`src/rtl/rewind_seq.sv`:
```
// ROB rollback walker: after a squash, streams the squashed entries youngest-to-oldest,
// up to WAY per cycle, so rename state can be restored from each entry's T/Told.
module rewind_seq #(
  parameter int WAY        = 2,
  parameter int ROB_SZ     = 32,
  parameter int PHY_REG_SZ = 64,
  localparam int RI = $clog2(ROB_SZ),
  localparam int PI = $clog2(PHY_REG_SZ),
  localparam int CW = $clog2(WAY) + 1
) (
  input  logic                    clock,
  input  logic                    reset,
  input  logic                    squash_valid,
  input  logic [RI-1:0]           squash_rob_idx,
  input  logic [RI-1:0]           rob_tail,
  input  logic                    hold,
  output logic [WAY-1:0][RI-1:0]  rd_idx,
  input  logic [WAY-1:0][PI-1:0]  rd_T,
  input  logic [WAY-1:0][PI-1:0]  rd_Told,
  output logic [CW-1:0]           rw_num,
  output logic [WAY-1:0][RI-1:0]  rw_rob_index,
  output logic [WAY-1:0][PI-1:0]  rw_reg_T,
  output logic [WAY-1:0][PI-1:0]  rw_reg_Told,
  output logic                    busy,
  output logic                    done,
  output logic [RI-1:0]           new_tail
);

  typedef enum logic [1:0] {S_IDLE, S_WALK, S_DONE} state_t;

  state_t        state_q;
  logic [RI-1:0] ptr_q, rem_q, new_tail_q;
  logic [RI-1:0] sq_rem_d, step_d, ptr_d, rem_d;
  logic          beat_d;

  always_comb begin
    // Entries strictly younger than the branch; natural RI-bit wrap gives the modulo.
    sq_rem_d = rob_tail - squash_rob_idx - RI'(1);
    step_d   = (rem_q < RI'(WAY)) ? rem_q : RI'(WAY);
    beat_d   = (state_q == S_WALK) && !hold;
    ptr_d    = ptr_q - step_d;
    rem_d    = rem_q - step_d;
    for (int i = 0; i < WAY; i++) begin
      rd_idx[i] = ptr_q - RI'(i);
    end
  end

  assign rw_num       = beat_d ? CW'(step_d) : '0;
  assign rw_rob_index = rd_idx;
  assign rw_reg_T     = rd_T;
  assign rw_reg_Told  = rd_Told;
  assign busy         = (state_q != S_IDLE);
  assign done         = (state_q == S_DONE);
  assign new_tail     = new_tail_q;

  always_ff @(posedge clock) begin
    if (reset) begin
      state_q    <= S_IDLE;
      ptr_q      <= '0;
      rem_q      <= '0;
      new_tail_q <= '0;
    end else begin
      case (state_q)
        S_IDLE: begin
          if (squash_valid) begin
            ptr_q      <= rob_tail - RI'(1);
            rem_q      <= sq_rem_d;
            new_tail_q <= squash_rob_idx + RI'(1);
            state_q    <= (sq_rem_d != '0) ? S_WALK : S_DONE;
          end
        end
        S_WALK: begin
          if (beat_d) begin
            ptr_q <= ptr_d;
            rem_q <= rem_d;
            if (rem_d == '0) state_q <= S_DONE;
          end
        end
        S_DONE:  state_q <= S_IDLE;
        default: state_q <= S_IDLE;
      endcase
    end
  end

endmodule

```
`config.mk`:
```
export PLATFORM = sky130hd
export DESIGN_NAME = rewind_seq
export DESIGN_NICKNAME = d
export VERILOG_FILES = /design/src/rtl/rewind_seq.sv
export SDC_FILE = /design/constraint.sdc
export NUM_CORES = 1
export LEC_CHECK = 0
export BUFFER_PORTS_ARGS = -buffer_cell sky130_fd_sc_hd__buf_2
export CORE_UTILIZATION = 45
export CTS_CLUSTER_DIAMETER = 30
export DETAILED_ROUTE_END_ITERATION = 8
export GPL_TIMING_DRIVEN = 0
export PLACE_DENSITY = 0.83
export SLEW_MARGIN = 20
export SYNTH_ARGS = -nofsm -noshare
export SYNTH_HDL_FRONTEND = slang
export SYNTH_SLANG_ARGS = --single-unit
```
`constraint.sdc`:
```
create_clock -name clock -period 3.1 [get_ports clock]
set_clock_uncertainty 0.15 [all_clocks]
set_input_delay 0.155 -clock clock [delete_from_list [all_inputs] [get_ports clock]]
set_output_delay 0.155 -clock clock [all_outputs]
set_load 0.02 [all_outputs]
```
---- Yosys cells after proc, flatten, opt, wreduce, memory -nomap -nowiden ----
Cells that the tools add are included.
word-level totals
  word-level logic and storage cells ...... 40
  output and inout bits ................... 53
  register bits ........................... 17
operators by class
  equality and inequality tests ........... 5
  $lt $le $gt $ge ......................... 1
  mux-type cells .......................... 13
  add/sub/neg operators ................... 7
  reductions and logical operators ........ 10
operators by type and width
  operator                                                                       count
  5-bit two-way mux                                                              5
  5-bit case mux with 2 select lines                                             2
  5-bit by 1-bit subtractor with 5-bit output (second input constant)            3
  5-bit subtractor                                                               3
  2-bit two-way mux                                                              5
  3-bit AND reduction                                                            2
  5-bit by 1-bit adder with 5-bit output (second input constant)                 1
  5-bit logical NOT                                                              1
  5-bit by 2-bit less-than comparator with 1-bit output (second input constant)  1
  5-bit nonzero test                                                             1
  2-bit != test (second input constant)                                          2
  2-bit case mux with 2 select lines                                             1
  2-bit nonzero test                                                             2
  2-bit by 1-bit == test with 1-bit output (second input constant)               1
  2-bit == test (second input constant)                                          1
  2-bit logical NOT                                                              1
  2-bit by 1-bit != test with 1-bit output (second input constant)               1
  2-bit AND reduction                                                            1
  1-bit logical AND                                                              1
  1-bit logical NOT                                                              1

---- Logic depth before layout (Yosys ltp) ----
Gate-level depths: netlist of the first run.
  word-level depth ........................ 7
  gate-level depth with buffers ........... 11

---- Least setup slack after synthesis of the first run ----
Ideal clock, no wire load.
  kind .................................... flip-flop to flip-flop
  from .................................... register rem_q[2]
  to ...................................... register ptr_q[4]
  path slack .............................. 640 ps
  stages on the path, launching flop included .. 12
  arrival ................................. 2240 ps
  setup time .............................. 71 ps
  period minus slack after synthesis ...... 2460 ps
  path through ............................ dfxtp_1 buf_2 nor4_4 and2_1 ha_1 inv_1 fa_1 a21o_1 a21o_1 nor4_1 a21oi_1 a21oi_1
on the way
  longest elaborated chain between the ends .. 5
ends and longest elaborated chain
  item                                                   RTL line  source
  from (decl)                                            32        logic [RI-1:0] ptr_q, rem_q, new_tail_q;
  from (signal assigned)                                 67        rem_q <= sq_rem_d;
  from (signal assigned)                                 75        rem_q <= rem_d;
  5-bit by 2-bit less-than comparator with 1-bit output  39        step_d = (rem_q < RI'(WAY)) ? rem_q : RI'(WAY);
  5-bit two-way mux (*)                                  39
  5-bit subtractor (*)                                   41        ptr_d = ptr_q - step_d;
  5-bit two-way mux (*)                                  73        if (beat_d) begin
  5-bit case mux with 2 select lines (*)                 63        case (state_q)
  to (signal assigned)                                   66        ptr_q <= rob_tail - RI'(1);
  to (signal assigned)                                   74        ptr_q <= ptr_d;
  to (decl)                                              32
Every way passes the cells marked *; elsewhere a longest branch is shown, timed or not. The select of a mux whose other input is x is not followed.
A chain may end at the register's enable or synchronous reset.

---- Worst setup path after layout of the first run ----
Same ends and word-level chain as after synthesis.

==> flow_summary.ini, run 1 <==
[sta]
setup_tns_ps = 0
hold_viol = 0
finalSetupViolations = 0
fin_crit_ps = 2818
worstMarginPinSlew_ps = 528.2
grt_setup_unrepaired = no
worst_slack_ps = 281.6
fmax_ghz = 0.3548
finalCritPeriodShare_pct = 90.92
maxSlewViolCount = 0
maxSlewHeadroom_pct = 64.79
timing.hold.ws_ps = 110.8

[clock_tree]
post_cts_buffers = 0
cts_inserted_buffers = 3
cts-htree-levels = 1
clockBufferDepth = 2
root_buffer = clkbuf_8
cts.sinks = 17
clk_pin_slew_worst_paths_ps = 70
ctsResizeCount = 0
cts_tree = yes
clock_latency_ps = 250

[setup_path]
path_max_fanout = 8
cp_data_arrival_time_ps = 2850
crit_chain = buf_2 > nor4_4 > and2_1 > ha_1 > inv_1 > fa_1 > a21o_1 > a21o_1 > nor4_1 > a21oi_1 > a21oi_1
timing.critical_path.depth = 11
crit_type = register to register
start_kind = register
critPathTopFamily = simple AND/OR/NAND/NOR gates
endpoint = ptr_q[4]$_SDFFE_PP0P_
critPathBufInv = 2
worstSetupEndpointType = register
cp.required_ps = 3130
crit_slowest_cell = nor4_4
reg2reg_depth = 11
max_stage_delay_ps = 430
critical_path.reg2reg.endpoint = ptr_q[4]$_SDFFE_PP0P_
crit_path_start = rem_q[2]$_SDFFE_PP0P_
r2r_setup_slack_ps = 280
reg2reg_from = rem_q[2]$_SDFFE_PP0P_

[power]
p_int_uw = 733.9
clock_power_share_pct = 12.5
power_density_nw_per_um2 = 634.7
sw_frac_of_total_pct = 45.10
p_switching_uw = 602.8
seq_power_share_pct = 23.5
peakVddDrop_uv = 242.6
power_leakage_uw = 0.001072
pwr-share-comb_pct = 64.1

[routing]
num_vias = 1599
ant_nets = 0
viasPerCell = 5.076
drt_wl_total_mm = 3.575
dr.pass1.iters = 4
wl_per_cell_um = 11.35
drtIter0Drc = 27
route.detailed.drc = 0

[synth]
yosys-top-cells-count = 36 x buf_4, 17 x dfxtp_1, 15 x nand2_1
synth_simple_gate_area_share_pct = 20.50
yosys.area_share.adder_pct = 11.45
synth_top_area_share_pct = 20.50
syn_inst = 197
synth_compound_area_share_pct = 17.78
ys.flop_type = dfxtp_1
async_reset_ff_share_pct = 0
synth_top_family_by_area = buffers and inverters
synth-seq-cells = 17
synth_cell_types = 48
ys_seq_area_share_pct = 20.50
synth_xor_xnor_area_share_pct = 7.913
synth_area_um2 = 1660
synthMuxAreaShare_pct = 0.6029
synth_top_cell_by_area = dfxtp_1
synth_edf_count = 0
synth_warnings = 0
synthTopCellsByArea = dfxtp_1 20%, buf_4 16%, ha_1 9.0%
synth.most_common_cell = buf_4
post_synth.cell_area_avg_um2 = 8.428

[flow_run]
drv_cap = 0

[floorplan]
die_h_um = 62.74
row_count = 21
start_util_pct = 48.24
io_pins = 91
core_um2 = 3442
die_area_um2 = 3936
die_width_um = 62.74

[placement]
gp_congestion = 0.8096
place_ws_ps = 348.6
port_buffers = 65
dp_hpwl_mm = 2.872

[worst_hold_path]
min_path_type = primary input to register

[grt]
grt_max_degree = 11
overflow = 0
grt_pass1_wl_mm = 5.913
antenna_found_initial = 0
grt_use_total_pct = 18.66
grt_pass1_vias = 1431

[run_status]
status = completed

[layout]
area_delta_synth_final_pct = 26.83
multi_input_area_um2 = 978.4
regArea_um2 = 340.3
final.fill_count = 331
fin_nets = 322
drive_gt1_share_pct = 46.47
antenna_cells = 0
-- kinds of logic (layout without fill, tap and decap cells) --
logic type | after synthesis | in the layout
buffers and inverters | 52 | 122
muxes | 1 | 1
xor gates and xnor gates | 15 | 15
adders and majority gates | 14 | 14
other | 1 | 3
DFF | 17 | 17
and+or+nand+nor | 58 | 58
AOI/OAI and AO/OA | 39 | 39
-- worst register-to-register path: stages, from the launching register on --
cell     delay [ps]
dfxtp_1         300
buf_2           170
nor4_4          430
and2_1          220
ha_1            190
inv_1            60
fa_1            400
a21o_1          200
a21o_1          190
nor4_1          220
a21oi_1          70
a21oi_1         150
-- layout make-up --
cell class,instances,area share [%]
repair buffers,66,15.92
inverters,11,1.961
multi-input cells,130,46.46
plain buffers,41,14.62
flip-flops and latches,17,16.16
well taps,46,2.733
clock buffers,4,2.139
-- worst min path at each step --
stage	endpoint	depth (start not counted)	slack (ps)	from
after CTS	new_tail[2]$_SDFFE_PP0P_	3	100	squash_rob_idx[2]
final	new_tail[2]$_SDFFE_PP0P_	3	110	squash_rob_idx[2]
after global placement	new_tail[0]$_SDFFE_PP0P_	2	250	squash_rob_idx[0]
after floorplan	new_tail[0]$_SDFFE_PP0P_	1	90	squash_rob_idx[0]
after global routing	new_tail[2]$_SDFFE_PP0P_	3	130	squash_rob_idx[2]
after detailed placement	new_tail[0]$_SDFFE_PP0P_	2	250	squash_rob_idx[0]
-- stage by stage --
step	total power [uW]	util, %	std cells	cell area [um2]
final	1337	61.18	315	2106
after global routing	1434	61.18	315	2106
after CTS	1347	61.18	315	2106
after detailed placement	1171	59.58	310	2051
after global placement	1153	59.58	310	2051
after floorplan	963.4	-	199	1668
-- registers in the layout, indices dropped and copies added, names as in the netlist --
name,cells
new_tail,5
ptr_q,5
rem_q,5
state_q,2
-- repair_timing --
item | CTS | global route
hold endpoints to repair | 1 | 0
hold buffers | 1 | 0
setup endpoints to repair | 0 | 0
-- power groups by stage --
stage,Sequential [uW],Combinational (uW),Clock (uW)
floorplan,343,620,0
global placement,318,835,0
detailed placement,319,852,0
CTS,314,857,176
global route,322,929,182
finish,314,856,167
-- per-layer routing --
layer | vias up | global-route usage [%] | share of wire (%) | wire length, um
met1 | 728 | 20.91 | 42 | 1488
met3 | 7 | 2.555 | 7.0 | 250
met5 | - | 0 | 0 | 0
li1 | 782 | - | - | -
met4 | 0 | 7.558 | 1.2 | 44
met2 | 82 | 34.92 | 50 | 1792
-- layout by cell type, fill, tap and decap left out, types with 2 or more instances in the layout --
master / Yosys / layout
buf_2: 2 / 67
buf_4: 36 / 36
dfxtp_1: 17 / 17
nand2_1: 15 / 15
ha_1: 12 / 12
inv_1: 11 / 11
nor2_1: 10 / 10
a21oi_1: 10 / 10
nor3_1: 9 / 9
xnor2_1: 9 / 9
xor2_1: 6 / 6
nor2_2: 4 / 4
a211oi_2: 4 / 4
o21ai_0: 4 / 4
a21o_1: 4 / 4
o211ai_1: 4 / 4
nand3_1: 3 / 3
clkbuf_1: 2 / 3
conb_1: 1 / 3
clkbuf_8: 0 / 3
or2_2: 2 / 2
nand2b_1: 2 / 2
or3_1: 2 / 2
a32oi_1: 2 / 2
fa_1: 2 / 2
Power figures use the tool's default switching activity.
==> run 2, diff against run 1 <==
Settings changed: BUFFER_PORTS_ARGS -buffer_cell sky130_fd_sc_hd__buf_2 to -buffer_cell sky130_fd_sc_hd__buf_4.
==> run 2 against run 1 <==
Clock power about the same. Worst hold slack got worse by 17 ps. Sequential power about the same. Maximum frequency increased by 4.9%. Sequential share of layout area shrank 1.2 points. Via count down 1.3%. Combinational power increased by 8.9%. Register-to-register slack better by 130 ps. Sequential cell count is the same. Global-route usage up 1.2 points.
==> flow_summary.ini, run 2 (synthesized netlist as in run 1, its figures left out) <==
[floorplan]
row_count = 21
die_width_um = 62.74
die_area_um2 = 3936
die_h_um = 62.74
core_um2 = 3442
io_pins = 91
start_util_pct = 48.24

[power]
power_uw = 1416
power_density_nw_per_um2 = 624.2
power_leakage_uw = 0.001118
peakVddDrop_uv = 231.5

[run_status]
status = completed

[layout]
mostFrequentLayoutCell = buf_4
regArea_um2 = 340.3
final.fill_count = 328
multi_input_area_um2 = 978.4
drive_gt1_share_pct = 46.47
final_cell_mix = 101 x buf_4, 17 x dfxtp_1, 15 x nand2_1
fin_nets = 322
area_delta_synth_final_pct = 36.62
antenna_cells = 0

[clock_tree]
clk_pin_slew_worst_paths_ps = 70
cts.sinks = 17
ctsResizeCount = 0
cts_inserted_buffers = 3
cts_tree = yes
root_buffer = clkbuf_8
clock_latency_ps = 260
cts-htree-levels = 1
clockBufferDepth = 2

[sta]
fmax_ghz = 0.3723
fin_crit_ps = 2686
worst_slack_ps = 414.0
grt_setup_unrepaired = no
setup_tns_ps = 0
finalCritPeriodShare_pct = 86.65
finalSetupViolations = 0
maxSlewHeadroom_pct = 65.84
hold_viol = 0
timing.hold.ws_ps = 94.09
worstMarginPinSlew_ps = 512.4
maxSlewViolCount = 0

[flow_run]
drv_cap = 0

[grt]
grt_max_degree = 11
antenna_found_initial = 0
overflow = 0
grt_pass1_wl_mm = 6.375
grt_pass1_vias = 1511
grt_use_total_pct = 19.90

[placement]
port_buffers = 65
dp_hpwl_mm = 3.020
place_ws_ps = 413.6
gp_congestion = 0.8620

[setup_path]
reg2reg_from = rem_q[2]$_SDFFE_PP0P_
r2r_setup_slack_ps = 410
critical_path.reg2reg.endpoint = ptr_q[4]$_SDFFE_PP0P_
crit_type = register to register
cp.required_ps = 3130
reg2reg_depth = 11
cp_data_arrival_time_ps = 2720
worstSetupEndpointType = register
start_kind = register
path_max_fanout = 8

[routing]
ant_nets = 0
dr.pass1.iters = 4
drt_wl_total_mm = 3.713
route.detailed.drc = 0
viasPerCell = 5.013
wl_per_cell_um = 11.79
drtIter0Drc = 27
num_vias = 1579

[worst_hold_path]
min_from = squash_rob_idx[2]
min_path_type = primary input to register
whs_path_depth = 3
min_to = new_tail[2]$_SDFFE_PP0P_
-- run 2: what timing repair did --
action | in CTS | in global routing
buffers inserted | 0 | 0
endpoints found under the hold margin | 1 | 0
setup endpoints to repair | 0 | 0
hold buffers | 1 | 0
-- run 2: layout make-up --
type,count,area share [%]
Inverter,11,1.820
Multi-Input combinational cell,130,43.13
Buffer,41,13.57
Clock buffer,4,1.986
Timing Repair Buffer,66,21.95
Sequential cell,17,15.00
Tap cell,46,2.537
-- run 2: worst max-delay path by stage --
stage	from	to	slack (ps)	cells past startpoint
2_1_floorplan	rem_q[2]$_SDFFE_PP0P_	ptr_q[4]$_SDFFE_PP0P_	640	11
3_3_place_gp	rem_q[2]$_SDFFE_PP0P_	ptr_q[4]$_SDFFE_PP0P_	440	11
3_5_place_dp	rem_q[2]$_SDFFE_PP0P_	ptr_q[4]$_SDFFE_PP0P_	410	11
4_1_cts	rem_q[2]$_SDFFE_PP0P_	ptr_q[4]$_SDFFE_PP0P_	400	11
5_1_grt	rem_q[2]$_SDFFE_PP0P_	ptr_q[4]$_SDFFE_PP0P_	220	11
6_report	rem_q[2]$_SDFFE_PP0P_	ptr_q[4]$_SDFFE_PP0P_	410	11
-- run 2: worst max-delay path, cell delays in order (launching register included) --
cell	delay [ps]
dfxtp_1	290
buf_2	170
nor4_4	420
and2_1	220
ha_1	170
inv_1	60
fa_1	400
a21o_1	190
a21o_1	180
nor4_1	160
a21oi_1	70
a21oi_1	140
-- run 2: layer usage --
layer | global-route usage [%] | vias up | wire length (um)
met5 | 0 | - | 0
met4 | 9.593 | 0 | 93
met3 | 3.832 | 11 | 287
met2 | 36.96 | 80 | 1884
met1 | 21.26 | 702 | 1447
li1 | - | 786 | -
-- run 2: through the flow --
stage	instance area [um2]	utilization, %	cells
floorplan	1668	-	199
global placement	2213	64.30	310
detailed placement	2213	64.30	310
CTS	2268	65.90	315
global route	2268	65.90	315
finish	2268	65.90	315
-- run 2: report_power, final --
part	total, uW	internal, uW	leakage (uW)	switching, uW
clock	169	91.3	0.0000228	77.6
combinational	932	452	0.000955	480
sequential	315	262	0.000140	53.3
total	1420	805	0.00112	611
